`config.mk`:
```
export PLATFORM = sky130hd
export DESIGN_NAME = pc_unit
export DESIGN_NICKNAME = d
export VERILOG_FILES = /design/src/rtl/hb_pc_pkg.sv /design/src/rtl/pc_retstack.sv /design/src/rtl/pc_unit.sv
export SDC_FILE = /design/constraint.sdc
export NUM_CORES = 1
export LEC_CHECK = 0
export BUFFER_PORTS_ARGS = -buffer_cell sky130_fd_sc_hd__buf_2
export CAP_MARGIN = 20
export CORE_AREA = 4 4 48 50
export DETAILED_ROUTE_END_ITERATION = 10
export DIE_AREA = 0 0 52 54
export GPL_ROUTABILITY_DRIVEN = 1
export PLACE_DENSITY_LB_ADDON = 0.1
export SYNTH_ARGS = -nofsm -noshare
export SYNTH_HDL_FRONTEND = slang
export SYNTH_SLANG_ARGS = --single-unit
```
`constraint.sdc`:
```
create_clock -name clk -period 2.4 [get_ports clk]
set_input_delay 0.12 -clock clk [delete_from_list [all_inputs] [get_ports clk]]
set_output_delay 0.12 -clock clk [all_outputs]
set_load 0.005 [all_outputs]
```
`src/rtl/hb_pc_pkg.sv`:
```
// rtl/hb_pc_pkg.sv - shared address width, phase/op encodings and op priority encoder for pc_unit
package hb_pc_pkg;

    localparam int ADDR_W = 12;

    typedef enum logic [1:0] {
        IDLE  = 2'd0,
        FETCH = 2'd1,
        EXEC  = 2'd2
    } phase_t;

    typedef enum logic [2:0] {
        OP_NONE,
        OP_INC,
        OP_LD,
        OP_CALL,
        OP_RET
    } pc_op_t;

    // Several requests may be raised together; only the highest-ranked one is applied.
    function automatic pc_op_t pc_prio(input logic inc, input logic ld,
                                       input logic call, input logic ret);
        pc_op_t op;
        if (ret)       op = OP_RET;
        else if (call) op = OP_CALL;
        else if (ld)   op = OP_LD;
        else if (inc)  op = OP_INC;
        else           op = OP_NONE;
        return op;
    endfunction

endpackage

```
`src/rtl/pc_retstack.sv`:
```
// rtl/pc_retstack.sv - DEPTH x ADDR_W LIFO holding call return addresses
module pc_retstack
    import hb_pc_pkg::*;
#(
    parameter int DEPTH = 4
) (
    input  logic              clk,
    input  logic              clrbar,
    input  logic              push,
    input  logic              pop,
    input  logic [ADDR_W-1:0] din,
    output logic [ADDR_W-1:0] dout,
    output logic              empty,
    output logic              full
);

    localparam int IDX_W = $clog2(DEPTH);
    localparam int SP_W  = IDX_W + 1;

    logic [ADDR_W-1:0] mem [DEPTH];
    logic [SP_W-1:0]   sp;
    logic [SP_W-1:0]   sp_next;
    logic [IDX_W-1:0]  wr_idx;
    logic [IDX_W-1:0]  top_idx;

    // sp counts entries, so the next free slot is sp and the top entry is sp-1.
    assign wr_idx  = sp[IDX_W-1:0];
    assign top_idx = wr_idx - IDX_W'(1);
    assign dout    = mem[top_idx];

    always_comb begin
        sp_next = sp;
        if (push && !full)
            sp_next = sp + SP_W'(1);
        else if (pop && !empty)
            sp_next = sp - SP_W'(1);
    end

    always_ff @(posedge clk or negedge clrbar) begin
        if (!clrbar) begin
            sp    <= '0;
            empty <= 1'b1;
            full  <= 1'b0;
        end else begin
            sp    <= sp_next;
            empty <= (sp_next == '0);
            full  <= (sp_next == SP_W'(DEPTH));
        end
    end

    always_ff @(posedge clk) begin
        if (push && !full)
            mem[wr_idx] <= din;
    end

endmodule

```
`src/rtl/pc_unit.sv`:
```
// rtl/pc_unit.sv - program counter and FETCH/EXEC sequencer; return stack built only when PC_RETSTACK_EN is defined
module pc_unit
    import hb_pc_pkg::*;
#(
    parameter int                DEPTH    = 4,
    parameter logic [ADDR_W-1:0] RESET_PC = '0
) (
    input  logic              clk,
    input  logic              clrbar,
    input  logic              run,
    input  logic              inc,
    input  logic              ld,
    input  logic              call,
    input  logic              ret,
    input  logic [ADDR_W-1:0] target,
    output logic [ADDR_W-1:0] pc,
    output logic              abarb,
    output logic [1:0]        phase,
    output logic              rco,
    output logic              stk_empty,
    output logic              stk_full,
    output logic              stk_err
);

    phase_t            state;
    phase_t            state_next;
    pc_op_t            op;
    logic [ADDR_W-1:0] pc_inc;
    logic [ADDR_W-1:0] pc_next;
    logic              err_set;

    assign pc_inc = pc + ADDR_W'(1);
    // Requests only count on the edge that closes EXEC.
    assign op     = (state == EXEC) ? pc_prio(inc, ld, call, ret) : OP_NONE;
    assign rco    = (op == OP_INC) && (pc == '1);
    assign abarb  = (state == FETCH);
    assign phase  = state;

`ifdef PC_RETSTACK_EN
    logic              push;
    logic              pop;
    logic [ADDR_W-1:0] stk_dout;

    pc_retstack #(.DEPTH(DEPTH)) u_retstack (
        .clk    (clk),
        .clrbar (clrbar),
        .push   (push),
        .pop    (pop),
        .din    (pc_inc),
        .dout   (stk_dout),
        .empty  (stk_empty),
        .full   (stk_full)
    );
`else
    localparam int SP_W = $clog2(DEPTH) + 1;
    logic [SP_W-1:0] sp;

    // With no storage the pointer never moves: always empty, never full.
    assign sp        = '0;
    assign stk_empty = (sp == '0);
    assign stk_full  = (sp == SP_W'(DEPTH));
`endif

    always_comb begin
        state_next = state;
        case (state)
            IDLE:    if (run) state_next = FETCH;
            FETCH:   state_next = EXEC;
            EXEC:    state_next = run ? FETCH : IDLE;
            default: state_next = IDLE;
        endcase
    end

    always_comb begin
        pc_next = pc;
        err_set = 1'b0;
`ifdef PC_RETSTACK_EN
        push    = 1'b0;
        pop     = 1'b0;
`endif
        case (op)
            OP_INC: pc_next = pc_inc;
            OP_LD:  pc_next = target;
`ifdef PC_RETSTACK_EN
            OP_CALL: begin
                pc_next = target;
                if (stk_full) err_set = 1'b1;
                else          push    = 1'b1;
            end
            OP_RET: begin
                if (stk_empty) begin
                    pc_next = pc_inc;
                    err_set = 1'b1;
                end else begin
                    pc_next = stk_dout;
                    pop     = 1'b1;
                end
            end
`else
            OP_CALL: pc_next = target;
            OP_RET: begin
                pc_next = pc_inc;
                err_set = 1'b1;
            end
`endif
            default: pc_next = pc;
        endcase
    end

    always_ff @(posedge clk or negedge clrbar) begin
        if (!clrbar) begin
            state   <= IDLE;
            pc      <= RESET_PC;
            stk_err <= 1'b0;
        end else begin
            state <= state_next;
            pc    <= pc_next;
            if (err_set)
                stk_err <= 1'b1;
        end
    end

endmodule
```
Word-level counts from Yosys, hierarchy flattened

Index checks and enable logic that the tools add are counted.
W data, S select, Z words.

Input bits: 19
Register bits: 15
Word-level logic and storage cells: 27

Eq/ne operators: 8
Add/subtract/negate cells: 1
Muxes and demuxes: 10
Reduce and logical (&&, ||, !) cells: 5

Operator list:

| kind                    | count |
|---|---|
| $pmux W12 S2            | 1 |
| $add A12 B1 Y12 const B | 1 |
| $eq A12 B12 Y1 const B  | 1 |
| $mux W3                 | 3 |
| $eq A3 B2 Y1 const B    | 2 |
| $pmux W2 S3             | 1 |
| $mux W2                 | 2 |
| $reduce_or A2 Y1        | 2 |
| $eq A3 B1 Y1 const B    | 1 |
| $eq A3 B3 Y1 const B    | 1 |
| $mux W1                 | 3 |
| $eq A2 B1 Y1 const B    | 1 |
| $eq A2 B2 Y1 const B    | 1 |
| $logic_not A2 Y1        | 1 |
| $ne A2 B2 Y1 const B    | 1 |
| $reduce_bool A2 Y1      | 1 |
| $logic_and A1 B1 Y1     | 1 |

Depth between registers and ports, before layout

Depth in word-level cells: 8
Mapped depth: 5
Mapped depth without buffers: 5

Least setup slack after synthesis

OpenSTA, ideal clock, no wires.

Path kind: register to register
From: register pc[0]
To: register pc[10]
Required time: 2.306 ns
Library setup time: 0.094 ns
Setup slack: 0.796 ns
Clock period less this slack: 1.604 ns
Stages on the path, launching flop included: 6
Path buffers: 0
Data arrival time: 1.510 ns
Cell sequence: dfrtp_1 > ha_1 > nand3_1 > a2111oi_4 > a311oi_1 > a211oi_1

Longest elaborated chain between the ends: 2

Ends and longest elaborated chain:

| element                | line           | text |
|---|---|---|
| start, declared        | pc_unit.sv:16  | `output logic [ADDR_W-1:0] pc,` |
| start signal, assigned | pc_unit.sv:117 | `pc <= pc_next;` |
| $add A12 B1 Y12        | pc_unit.sv:32  | `assign pc_inc = pc + ADDR_W'(1);` |
| $pmux W12 S2           | pc_unit.sv:81  | `case (op)` |

Every way passes these cells.
A chain may end at the register's enable or synchronous reset.

Worst setup path in the final report

Same ends and word-level chain as after synthesis.

==> metrics list <==
* Status: completed
- Number of nets with antenna violations after detailed routing: 0
- The initial utilization of the core area, before any placement, comes to 0.470.
* Crit path setup slack, layout: 0.627 ns
- Type of the worst setup path: reg2reg
- Source of the critical timing path: pc[0]
- The detailed router finished its first iteration with 6 violations.
- Of the cells placed in the final design, the portion with a size suffix greater than 1 is 0.324.
* Number of clock buffers inserted by TritonCTS: 3
* Count of hold buffers inserted by post-cts repair: 1
* Placed cell areas: 0.00110 sq mm
- Required time at the worst-slack endpoint: 2.60 ns
* Share of the clock period used by the worst path after layout: 0.739
- STA classifies the critical path startpoint as a flip-flop.
* Via count: 913
* Total power draw: 0.752 mW
* Overall die area: 0.00281 sq mm
- For this run, the slowest stage of the critical path takes 0.47 ns.
* Maximum number of pins on one net before global-route repair: 16
- Leakage power: 0.500 nW
* Detailed-route wire length: 2.30 mm
- Wire length of the first global-routing pass: 3.83 mm
- The tool flagged a number of max-cap violations equal to 0.
- In the synthesized netlist, the number of instances is 97.
* Clock buffer depth: 2
- Syn Std Cell Area: 895 sq um
- Buffers added to address setup during post-CTS repair amount to 0.
- The number of slew-limit violations in the final report is 0.
* Die boundary width: 52 um
* Post-Syn Area per Cell: 9.22 sq um
* Hold_sp: run
- Counting flops and latches in the post-synthesis netlist gives 15.
- Post-cts resize count: 0
* Clock slew at reported path FFs: 0.09 ns
* Post-route DRC violation count: 0
- Buffers & Inverters on Critical Path: 0
- Number of nets in the synthesized netlist: 117
- In this run the worst path has a maximum fanout of 6.
- Die extent in y: 54 um
- Summed over all instances, the cell type with the most area after synthesis is dfrtp_1.
* Post-placement worst setup slack: 0.637 ns
- After detailed routing, the average wire length per cell comes to 14.1 um.
* Critical path data arrival time: 1.97 ns
- Number of failing setup endpoints in the final timing report: 0
* Buffer type at the clock tree root: clkbuf_4
* Insertion delay of the later-clocked pin in the worst-skew pair: 0.28 ns
- The congestion estimate from routability-driven global placement came to 0.840.
- Summed area of non-filler cells in the final layout: 0.00114 sq mm
* Peak supply drop: 0.418 mV
* Post-layout minimum cycle time: 1.77 ns
- Across the whole layout, storage elements account for 375 sq um.
* Slowest stage cell, crit path: a2111oi_4
- For this run, asynchronously set or reset flops after synthesis account for 1.00.
- For this run, the post-layout net count is 157.
- R2r startpoint: pc[0]
* Number of top-level design ports: 38
* CTS H-tree lvls: 1
- Setup_tns: 0 ns
- Dividing the detail-routed via count by the number of cells gives 5.60.
- For this run, the register share of the synthesized area comes to 0.420.
- Between clock sinks in the finished design, the worst skew comes to 0.00187 ns.
* Number of global-route vias before repair: 879
* Number of antenna violations at the first check in global routing: 0
* Area growth from synthesis to layout: 27.0%
* Overall global routing resource usage: 0.188
- In the synthesized netlist the dominant register cell turns out to be dfrtp_1.
- Remaining global-route overflow: 0
- Count of final hold-check violations: 0
- Combined area of the multi-input logic cells: 482 sq um
- For this run, the top clock speed supported by timing is 564 MHz.
- TritonCTS built the clock tree.
- Final std cells w/o fill: 163
- In this run, distinct cell masters in the synthesized netlist total 38.
* Number of optimization iterations in the first detailed-route pass: 4
* Synth Warn #: 0
- Number of inserted filler cells in the final layout: 189
- After synthesis, the cell types taking the most area are dfrtp_1 42%, a21oi_1 3.4%, o21ai_0 3.4%.
- Pwr per Cell Area: 662 mW/mm^2
- Number of synthesized flops with an enable pin: 0
* Buffers on Ports: 35
- Sinks on the clock net: 15
- Traced cell by cell, the critical path runs through ha_1 > nand3_1 > a2111oi_4 > a311oi_1 > a211oi_1.
* Inserted Diodes: 0
- Delay-heaviest family, CP: compound AO/OA/AOI/OAI gates
- The region available for standard cell placement spans 0.00190 sq mm.
- The initialized floorplan defines 16 standard-cell rows.
- Including well taps, the total number of placed cells is 158.
- Proportion of netlist area held by the largest area contributor: 0.420
- Kind of path behind the tightest hold check: in2reg
* Nature of the critical path endpoint: flip-flop
- Setup repair after global routing left no endpoint under its margin.
==> sequential cells by signal (all words and copies together) (netlist names) <==
register	flops
stk_err	1
phase	2
pc	12
==> path summary, 6_finish.rpt <==
check                            to  slack [ns]  depth (start not counted)
setup / recovery             pc[10]        0.63                          5
hold / removal             phase[0]        0.05                          2
setup reg to reg             pc[10]        0.63                          5
hold reg to reg             stk_err        0.46                          1
max in group asynchronous     pc[6]        1.88                          2
min in group asynchronous  phase[0]        0.27                          2
==> stage by stage <==
stage	utilization	hold WS, ns
floorplan	-	-0.176
detailed placement	0.578	0.0475
finish	0.597	0.0475
global placement	0.578	0.0455
global route	0.597	0.0626
CTS	0.597	0.0440
==> metal layers <==
metal  GRT usage  vias to the layer above  wire, um
met2       0.320                       25      1140
met4       0.105                        0        49
met5           0                        -         0
met3      0.0332                        6       105
met1       0.222                      439      1000
li1            -                      443         -
==> cell type report <==
| cell class | instances | share of cell area |
|---|---|---|
| repair buffers | 38 | 0.176 |
| clock buffers | 4 | 0.0231 |
| inverters | 5 | 0.0165 |
| multi-input cells | 74 | 0.424 |
| flip-flops and latches | 15 | 0.330 |
| well taps | 27 | 0.0297 |
==> cell usage after synthesis (2+ instances only) <==
library cell / count
dfrtp_1: 15
nand2_1: 8
a21oi_1: 6
o21ai_0: 6
inv_1: 5
nor2_1: 5
a22oi_1: 4
nand3_1: 4
nor2b_1: 4
nand4_1: 3
o211ai_1: 3
a211oi_1: 2
and3_1: 2
buf_4: 2
conb_1: 2
nor3b_1: 2
o21a_1: 2
o311ai_0: 2
==> report_power, final <==
part	internal (mW)	total, mW	switching [mW]
Sequential	0.310	0.387	0.0770
Combinational	0.113	0.218	0.105
Clock	0.0645	0.147	0.0825
Total	0.488	0.752	0.265
==> logic make-up (layout without fill, tap and decap cells) <==
logic type / count (synthesis) / count (layout) / synth area share
compound gates: 34 / 34 / 0.284
xor+xnor: 1 / 1 / 0.00979
fa+ha+maj: 1 / 1 / 0.0140
buf+inv: 8 / 47 / 0.0420
flops: 15 / 15 / 0.420
other cells: 2 / 2 / 0.00839
simple gates: 36 / 36 / 0.222
==> layout by cell type (no fill, tap or decap), types with 4 or more instances in the layout <==
cell	synthesis	layout
buf_2	0	35
dfrtp_1	15	15
nand2_1	8	8
a21oi_1	6	6
o21ai_0	6	6
inv_1	5	5
nor2_1	5	5
nor2b_1	4	4
nand3_1	4	4
a22oi_1	4	4
No activity file was read; power rests on OpenSTA's default activity.
